$ cat src/rtl/chameleon_usart_pkg.sv
// Shared definitions for the Chameleon USART receive path.
// Holds the deframer state encoding, the frame bit constants and a parity helper.
// No ports; imported by chameleon_usart_fifo users and chameleon_usart_rx.
package chameleon_usart_pkg;

  typedef enum logic [1:0] {
    IDLE   = 2'd0,
    DATA   = 2'd1,
    PARITY = 2'd2,
    STOP   = 2'd3
  } state_e;

  localparam logic START_BIT = 1'b0;
  localparam logic STOP_BIT  = 1'b1;
  localparam int   DATA_BITS = 8;

  // Even parity: the data bits plus the parity bit must hold an even number of ones.
  function automatic logic even_parity_ok(input logic [7:0] data, input logic par);
    return ~((^data) ^ par);
  endfunction

endpackage

$ cat src/rtl/chameleon_usart_fifo.sv
// Synchronous show-ahead FIFO; head word and valid are registered, 1 clk push->valid when empty.
// Ports: clk_i/reset_i (sync, active high), push_i/push_data_i, pop_i, data_o/valid_o head, count_o, full_o.
// A push while full is dropped unless a pop happens in the same cycle; pop while empty is ignored.
module chameleon_usart_fifo #(
  parameter int FIFO_AW = 4,
  parameter int WIDTH   = 8
) (
  input  logic             clk_i,
  input  logic             reset_i,
  input  logic             push_i,
  input  logic [WIDTH-1:0] push_data_i,
  input  logic             pop_i,
  output logic [WIDTH-1:0] data_o,
  output logic             valid_o,
  output logic [FIFO_AW:0] count_o,
  output logic             full_o
);

  localparam int DEPTH = 1 << FIFO_AW;
  localparam int CW    = FIFO_AW + 1;

  logic [WIDTH-1:0]   mem_q [DEPTH];
  logic [FIFO_AW-1:0] rd_ptr_q, rd_ptr_d;
  logic [FIFO_AW-1:0] wr_ptr_q, wr_ptr_d;
  logic [FIFO_AW:0]   count_q, count_d;
  logic [WIDTH-1:0]   data_q, data_d;
  logic               valid_q;
  logic               do_push, do_pop, empty_after_pop;

  // Count never exceeds DEPTH, so its MSB alone marks full.
  assign full_o  = count_q[FIFO_AW];
  assign do_pop  = pop_i & valid_q;
  assign do_push = push_i & (~full_o | do_pop);

  always_comb begin
    rd_ptr_d = do_pop  ? rd_ptr_q + FIFO_AW'(1) : rd_ptr_q;
    wr_ptr_d = do_push ? wr_ptr_q + FIFO_AW'(1) : wr_ptr_q;
    count_d  = count_q;
    if (do_push && !do_pop) begin
      count_d = count_q + CW'(1);
    end else if (!do_push && do_pop) begin
      count_d = count_q - CW'(1);
    end
    // When nothing stays behind after the pop, the incoming word becomes the head directly.
    empty_after_pop = (count_q == '0) || ((count_q == CW'(1)) && do_pop);
    data_d = data_q;
    if (empty_after_pop) begin
      if (do_push) begin
        data_d = push_data_i;
      end
    end else begin
      data_d = mem_q[rd_ptr_d];
    end
  end

  always_ff @(posedge clk_i) begin
    if (do_push) begin
      mem_q[wr_ptr_q] <= push_data_i;
    end
  end

  always_ff @(posedge clk_i) begin
    if (reset_i) begin
      rd_ptr_q <= '0;
      wr_ptr_q <= '0;
      count_q  <= '0;
      data_q   <= '0;
      valid_q  <= 1'b0;
    end else begin
      rd_ptr_q <= rd_ptr_d;
      wr_ptr_q <= wr_ptr_d;
      count_q  <= count_d;
      data_q   <= data_d;
      valid_q  <= (count_d != '0);
    end
  end

  assign data_o  = data_q;
  assign valid_o = valid_q;
  assign count_o = count_q;

endmodule

$ cat src/rtl/chameleon_usart_rx.sv
// Chameleon USART receiver: syncs bit clock/data, deframes start+8 data(+parity)+stop LSB-first into a FIFO.
// Ports: clk/reset, serial_clk/serial_rxd in, serial_cts_n out, rx_data/rx_valid/rx_ready, frame/overrun/timeout pulses.
// Optional macro CHAMELEON_USART_PARITY_EN adds an even-parity bit between the data bits and the stop bit.
module chameleon_usart_rx
  import chameleon_usart_pkg::*;
#(
  parameter int FIFO_AW        = 4,
  parameter int RTS_MARGIN     = 4,
  parameter int TIMEOUT_CYCLES = 65535
) (
  input  logic       clk,
  input  logic       reset,
  input  logic       serial_clk,
  input  logic       serial_rxd,
  output logic       serial_cts_n,
  output logic [7:0] rx_data,
  output logic       rx_valid,
  input  logic       rx_ready,
  output logic       frame_err,
  output logic       overrun_err,
  output logic       timeout_err
);

  localparam int                CW          = FIFO_AW + 1;
  localparam logic [FIFO_AW:0]  DEPTH_C     = CW'(1 << FIFO_AW);
  localparam logic [FIFO_AW:0]  RTS_C       = CW'(RTS_MARGIN);
  localparam int                TCNT_W      = $clog2(TIMEOUT_CYCLES + 1);
  localparam logic [TCNT_W-1:0] TCNT_LAST   = TCNT_W'(TIMEOUT_CYCLES - 1);
  localparam logic [2:0]        BITCNT_LAST = 3'(DATA_BITS - 1);

  logic        sclk_s1_q, sclk_s2_q, sclk_s3_q;
  logic        rxd_s1_q, rxd_s2_q;
  logic        rise, rx_bit;

  state_e      state_q;
  logic [2:0]  bitcnt_q;
  logic [7:0]  shift_q;
  logic [TCNT_W-1:0] tcnt_q;
  logic        frame_err_q, overrun_err_q, timeout_err_q;
  logic        cts_n_q, cts_n_d;
  logic        par_ok;

  logic        push, pop, fifo_full;
  logic [FIFO_AW:0] fifo_count;

  // Synchronisers reset to the idle-high level so a reset never manufactures a rising edge.
  always_ff @(posedge clk) begin
    if (reset) begin
      sclk_s1_q <= 1'b1;
      sclk_s2_q <= 1'b1;
      sclk_s3_q <= 1'b1;
      rxd_s1_q  <= 1'b1;
      rxd_s2_q  <= 1'b1;
    end else begin
      sclk_s1_q <= serial_clk;
      sclk_s2_q <= sclk_s1_q;
      sclk_s3_q <= sclk_s2_q;
      rxd_s1_q  <= serial_rxd;
      rxd_s2_q  <= rxd_s1_q;
    end
  end

  assign rise   = sclk_s2_q & ~sclk_s3_q;
  assign rx_bit = rxd_s2_q;

`ifdef CHAMELEON_USART_PARITY_EN
  logic par_ok_q;
  assign par_ok = par_ok_q;
`else
  assign par_ok = 1'b1;
`endif

  // The FIFO itself resolves "full but popping this cycle", so push is simply a good stop bit.
  assign push    = rise & (state_q == STOP) & (rx_bit == STOP_BIT) & par_ok;
  assign pop     = rx_valid & rx_ready;
  assign cts_n_d = (DEPTH_C - fifo_count) <= RTS_C;

  always_ff @(posedge clk) begin
    if (reset) begin
      state_q       <= IDLE;
      bitcnt_q      <= '0;
      shift_q       <= '0;
      tcnt_q        <= '0;
      frame_err_q   <= 1'b0;
      overrun_err_q <= 1'b0;
      timeout_err_q <= 1'b0;
      cts_n_q       <= 1'b1;
`ifdef CHAMELEON_USART_PARITY_EN
      par_ok_q      <= 1'b1;
`endif
    end else begin
      frame_err_q   <= 1'b0;
      overrun_err_q <= 1'b0;
      timeout_err_q <= 1'b0;
      cts_n_q       <= cts_n_d;

      if (state_q == IDLE) begin
        tcnt_q <= '0;
        if (rise && (rx_bit == START_BIT)) begin
          state_q  <= DATA;
          bitcnt_q <= '0;
          shift_q  <= '0;
        end
      end else if (rise) begin
        tcnt_q <= '0;
        case (state_q)
          DATA: begin
            shift_q  <= {rx_bit, shift_q[7:1]};
            bitcnt_q <= bitcnt_q + 3'd1;
            if (bitcnt_q == BITCNT_LAST) begin
`ifdef CHAMELEON_USART_PARITY_EN
              state_q <= PARITY;
`else
              state_q <= STOP;
`endif
            end
          end
`ifdef CHAMELEON_USART_PARITY_EN
          PARITY: begin
            par_ok_q <= even_parity_ok(shift_q, rx_bit);
            state_q  <= STOP;
          end
`endif
          STOP: begin
            state_q <= IDLE;
            if ((rx_bit != STOP_BIT) || !par_ok) begin
              frame_err_q <= 1'b1;
            end else if (fifo_full && !pop) begin
              overrun_err_q <= 1'b1;
            end
          end
          default: state_q <= IDLE;
        endcase
      end else if (tcnt_q == TCNT_LAST) begin
        // The bit clock stalled mid-frame: drop the partial byte and resync on a new start bit.
        timeout_err_q <= 1'b1;
        state_q       <= IDLE;
        tcnt_q        <= '0;
        shift_q       <= '0;
        bitcnt_q      <= '0;
      end else begin
        tcnt_q <= tcnt_q + TCNT_W'(1);
      end
    end
  end

  chameleon_usart_fifo #(
    .FIFO_AW (FIFO_AW),
    .WIDTH   (8)
  ) u_fifo (
    .clk_i       (clk),
    .reset_i     (reset),
    .push_i      (push),
    .push_data_i (shift_q),
    .pop_i       (pop),
    .data_o      (rx_data),
    .valid_o     (rx_valid),
    .count_o     (fifo_count),
    .full_o      (fifo_full)
  );

  assign serial_cts_n = cts_n_q;
  assign frame_err    = frame_err_q;
  assign overrun_err  = overrun_err_q;
  assign timeout_err  = timeout_err_q;

endmodule

$ cat config.mk
export PLATFORM = sky130hd
export DESIGN_NAME = chameleon_usart_rx
export DESIGN_NICKNAME = d
export VERILOG_FILES = /design/src/rtl/chameleon_usart_pkg.sv /design/src/rtl/chameleon_usart_fifo.sv /design/src/rtl/chameleon_usart_rx.sv
export SDC_FILE = /design/constraint.sdc
export NUM_CORES = 1
export LEC_CHECK = 0
export ABC_AREA = 0
export CAP_MARGIN = 20
export CORE_UTILIZATION = 25
export DETAILED_ROUTE_END_ITERATION = 10
export DONT_BUFFER_PORTS = 1
export GPL_ROUTABILITY_DRIVEN = 0
export REMOVE_ABC_BUFFERS = 1
export SLEW_MARGIN = 20
export SYNTH_ARGS = -nofsm -noshare
export SYNTH_HDL_FRONTEND = slang
export SYNTH_HIERARCHICAL = 1
export SYNTH_SLANG_ARGS = --single-unit
$ cat constraint.sdc
create_clock -name clk -period 4.05 [get_ports clk]
set_clock_uncertainty 0.15 [all_clocks]
set_input_delay 0.405 -clock clk [delete_from_list [all_inputs] [get_ports clk]]
set_output_delay 0.405 -clock clk [all_outputs]
set_load 0.005 [all_outputs]
==> metrics.txt <==
final hold viol count=0; total power draw=between 3000 and 4000 uW; clk buf depth=2; Worst Slack Setup Final=950 ps; num rows=68; chip height=191 um; Post-DRT Antenna Nets=0; via count=6475; pre-CTS WS=936 ps; synth warn=6; Area Overhead vs Synth=12.2%; Gate Count Post-Synth=803; WS Path Type=reg2reg; # clock sinks=~190; PD cells=364 nW/um^2; first-pass GRT wire length=36500 um; initial core utilization=0.256; number of library cell types mapped by synthesis=71; fin nets=808; mux share of post-synthesis cell area=0.0225; critical path endpoint=u_fifo/data_o[0]; RR Startpoint=u_fifo/valid_o; Pleak=0.00310 uW; post-synthesis compound-gate area fraction=0.207; Layout Utilization=0.287; max-cap viol count=0; status=complete, no violations; DPL Wire Length=between 10000 and 15000 um; Clock Tree Root=clkbuf_16; postcts setup bufs=0; Resize count post-CTS=0; CTS tree=done; Post-synth top cells=edfxtp_1 (128), nor2_1 (86), dfxtp_1 (60), o21ai_0 (60), a21oi_1 (44); Mean Syn Cell Area=11.1 um^2; VDD IR-drop max=0.289 mV; Reg2Reg Capture Point=u_fifo/data_o[0]; RSZ-0062 raised after global routing=no; H-tree depth=4; Synth Area in XOR/XNOR=0.0283; Synth area leader=edfxtp_1; cell area after synthesis=8940 um^2; placed cell area=9410 um^2; Rel. slew slack=0.334; # diodes=0; Global Route Usage Sum=0.130; Worst EP required=4240 ps; Worst Reg-to-Reg Cells=8; Residual DRC=0; largest net degree at the start of global routing=62; Adder-Cell Fraction of Synth Area=0.0168; top_reg_cell synth=edfxtp_1; clk_lat worst skew=430 ps; Setup Viol. Count Final=0; fraction of layout cells with a size suffix above 1=0.128; drt via density=5.14; HP Start=reset; total gr overflow=0; final worst-path cycle share=0.766; Clock Pin Slew Worst Setup and Hold Paths=70 ps; Port Buffers=0; R2R Setup Slk=950 ps; Critical Path AT=3290 ps; dominant combinational cell family by area after synthesis=compound AO/OA/AOI/OAI gates; Synth async-reset ratio=0; final instance area=10000 um^2; Synth top area share=0.430; First-pass DRT Iterations=5; EDFF count, synth=128; Yosys reg bits=between 150 and 200; HP Class=in2reg; CP endpoint kind=flop; Worst setup SP type=flop; wire per inst=around 18 um; CTS buffer count=17; CP max FO=17; most area-consuming cells after synthesis=edfxtp_1 (43%), dfxtp_1 (13%), nor2_1 (3.6%), o21ai_0 (3.4%), a21oi_1 (2.5%); sequential cell area fraction in the yosys report=0.565; WL final=23100 um; vias in the first global route=6333; Die Area=about 37000 um^2; simple-gate area share of the yosys netlist=0.119; io pins=18; Peak Freq=between 300 and 400 MHz; Iter 0 DRT Violations=576; most common cell in the netlist=edfxtp_1; Max Slew Vio Count=0; Worst Setup SP=u_fifo/valid_o; antenna violations before repair=0; total core area=34900 um^2; worst hold slack=~51 ps; actual slew at the worst max-slew pin=994 ps; minimum clock period=between 3000 and 4000 ps; Die Span X=~190 um
[where the power goes]
group | internal [uW] | total [uW] | switching (uW)
Sequential | 2030 | 2030 | 1.54
Combinational | 6.08 | 16.5 | 10.4
Clock | 858 | 1610 | 752
Total | 2890 | 3650 | 764
[flip-flops by register name, indices dropped and copies added, names as in the netlist, 2 cells and up]
name and count:
bitcnt_q 3, shift_q 8, state_q 2, tcnt_q 16
u_fifo/count_o 5, u_fifo/data_o 8, u_fifo/mem_q 128, u_fifo/rd_ptr_q 4
u_fifo/wr_ptr_q 4
[layer usage]
metal	global-route usage	up-vias	part of all wire
li1	-	3037	-
met3	0.0264	20	0.058
met5	0	-	0
met2	0.202	204	0.45
met4	0.0375	0	0.014
met1	0.181	3214	0.47
[layout make-up]
class | count | area [um^2]
fillers | 3565 | 24900
flip-flops and latches | 188 | 5050
multi-input cells | 538 | 3520
well taps | 455 | 569
clock buffers | 17 | 425
repair buffers | 34 | 273
clock inverters | 15 | 141
inverters | 12 | 45.0
[worst min path at each step]
stage	endpoint	cells past startpoint
6_report	timeout_err	2
5_1_grt	timeout_err	2
4_1_cts	timeout_err	2
3_5_place_dp	sclk_s2_q	1
3_3_place_gp	sclk_s2_q	1
2_1_floorplan	rx_bit	1
[cells in the final DEF, fill, tap and decap left out, types with 7 or more instances in the layout]
cell,instances
edfxtp_1,128
nor2_1,86
o21ai_0,60
dfxtp_1,58
a21oi_1,44
nand2_1,41
buf_4,31
o21a_1,25
nor3_1,23
o221ai_1,23
a31oi_1,18
nor4_1,17
clkbuf_16,17
o211ai_1,15
xnor2_1,13
ha_1,12
a311oi_1,11
inv_1,10
mux2i_1,10
nand3_1,9
xor2_1,9
mux2_2,9
o211a_1,9
o22ai_1,9
nand2b_1,8
a221oi_1,8
nand4_1,7
[cell families (layout without fill, tap and decap cells)]
family | Yosys count | after routing
simple gates | 217 | 217
compound gates | 265 | 265
mux | 19 | 19
buf+inv | 77 | 78
fa+ha+maj | 12 | 12
flops | 188 | 188
xor+xnor | 25 | 25
[through the flow]
step / instances / setup TNS (ps)
after detailed placement: 1224 / 0
final: 1259 / 0
after floorplan: 738 / -241
after CTS: 1259 / 0
after global routing: 1259 / 0
after global placement: 1224 / 0
[worst max-delay path: stages, from the launching register on]
cell and delay, ps:
dfxtp_1 380, and2_1 230, and2_4 270, xnor2_2 790
buf_4 390, o221ai_1 140, a31oi_1 260, o21ai_1 150
a221oi_2 250
[timing repair]
| action | CTS | global route |
|---|---|---|
| setup endpoints to repair | 0 | 0 |
| endpoints found under the hold margin | 43 | 0 |
| hold buffers | 3 | 0 |
(Power assumes the default switching activity.)
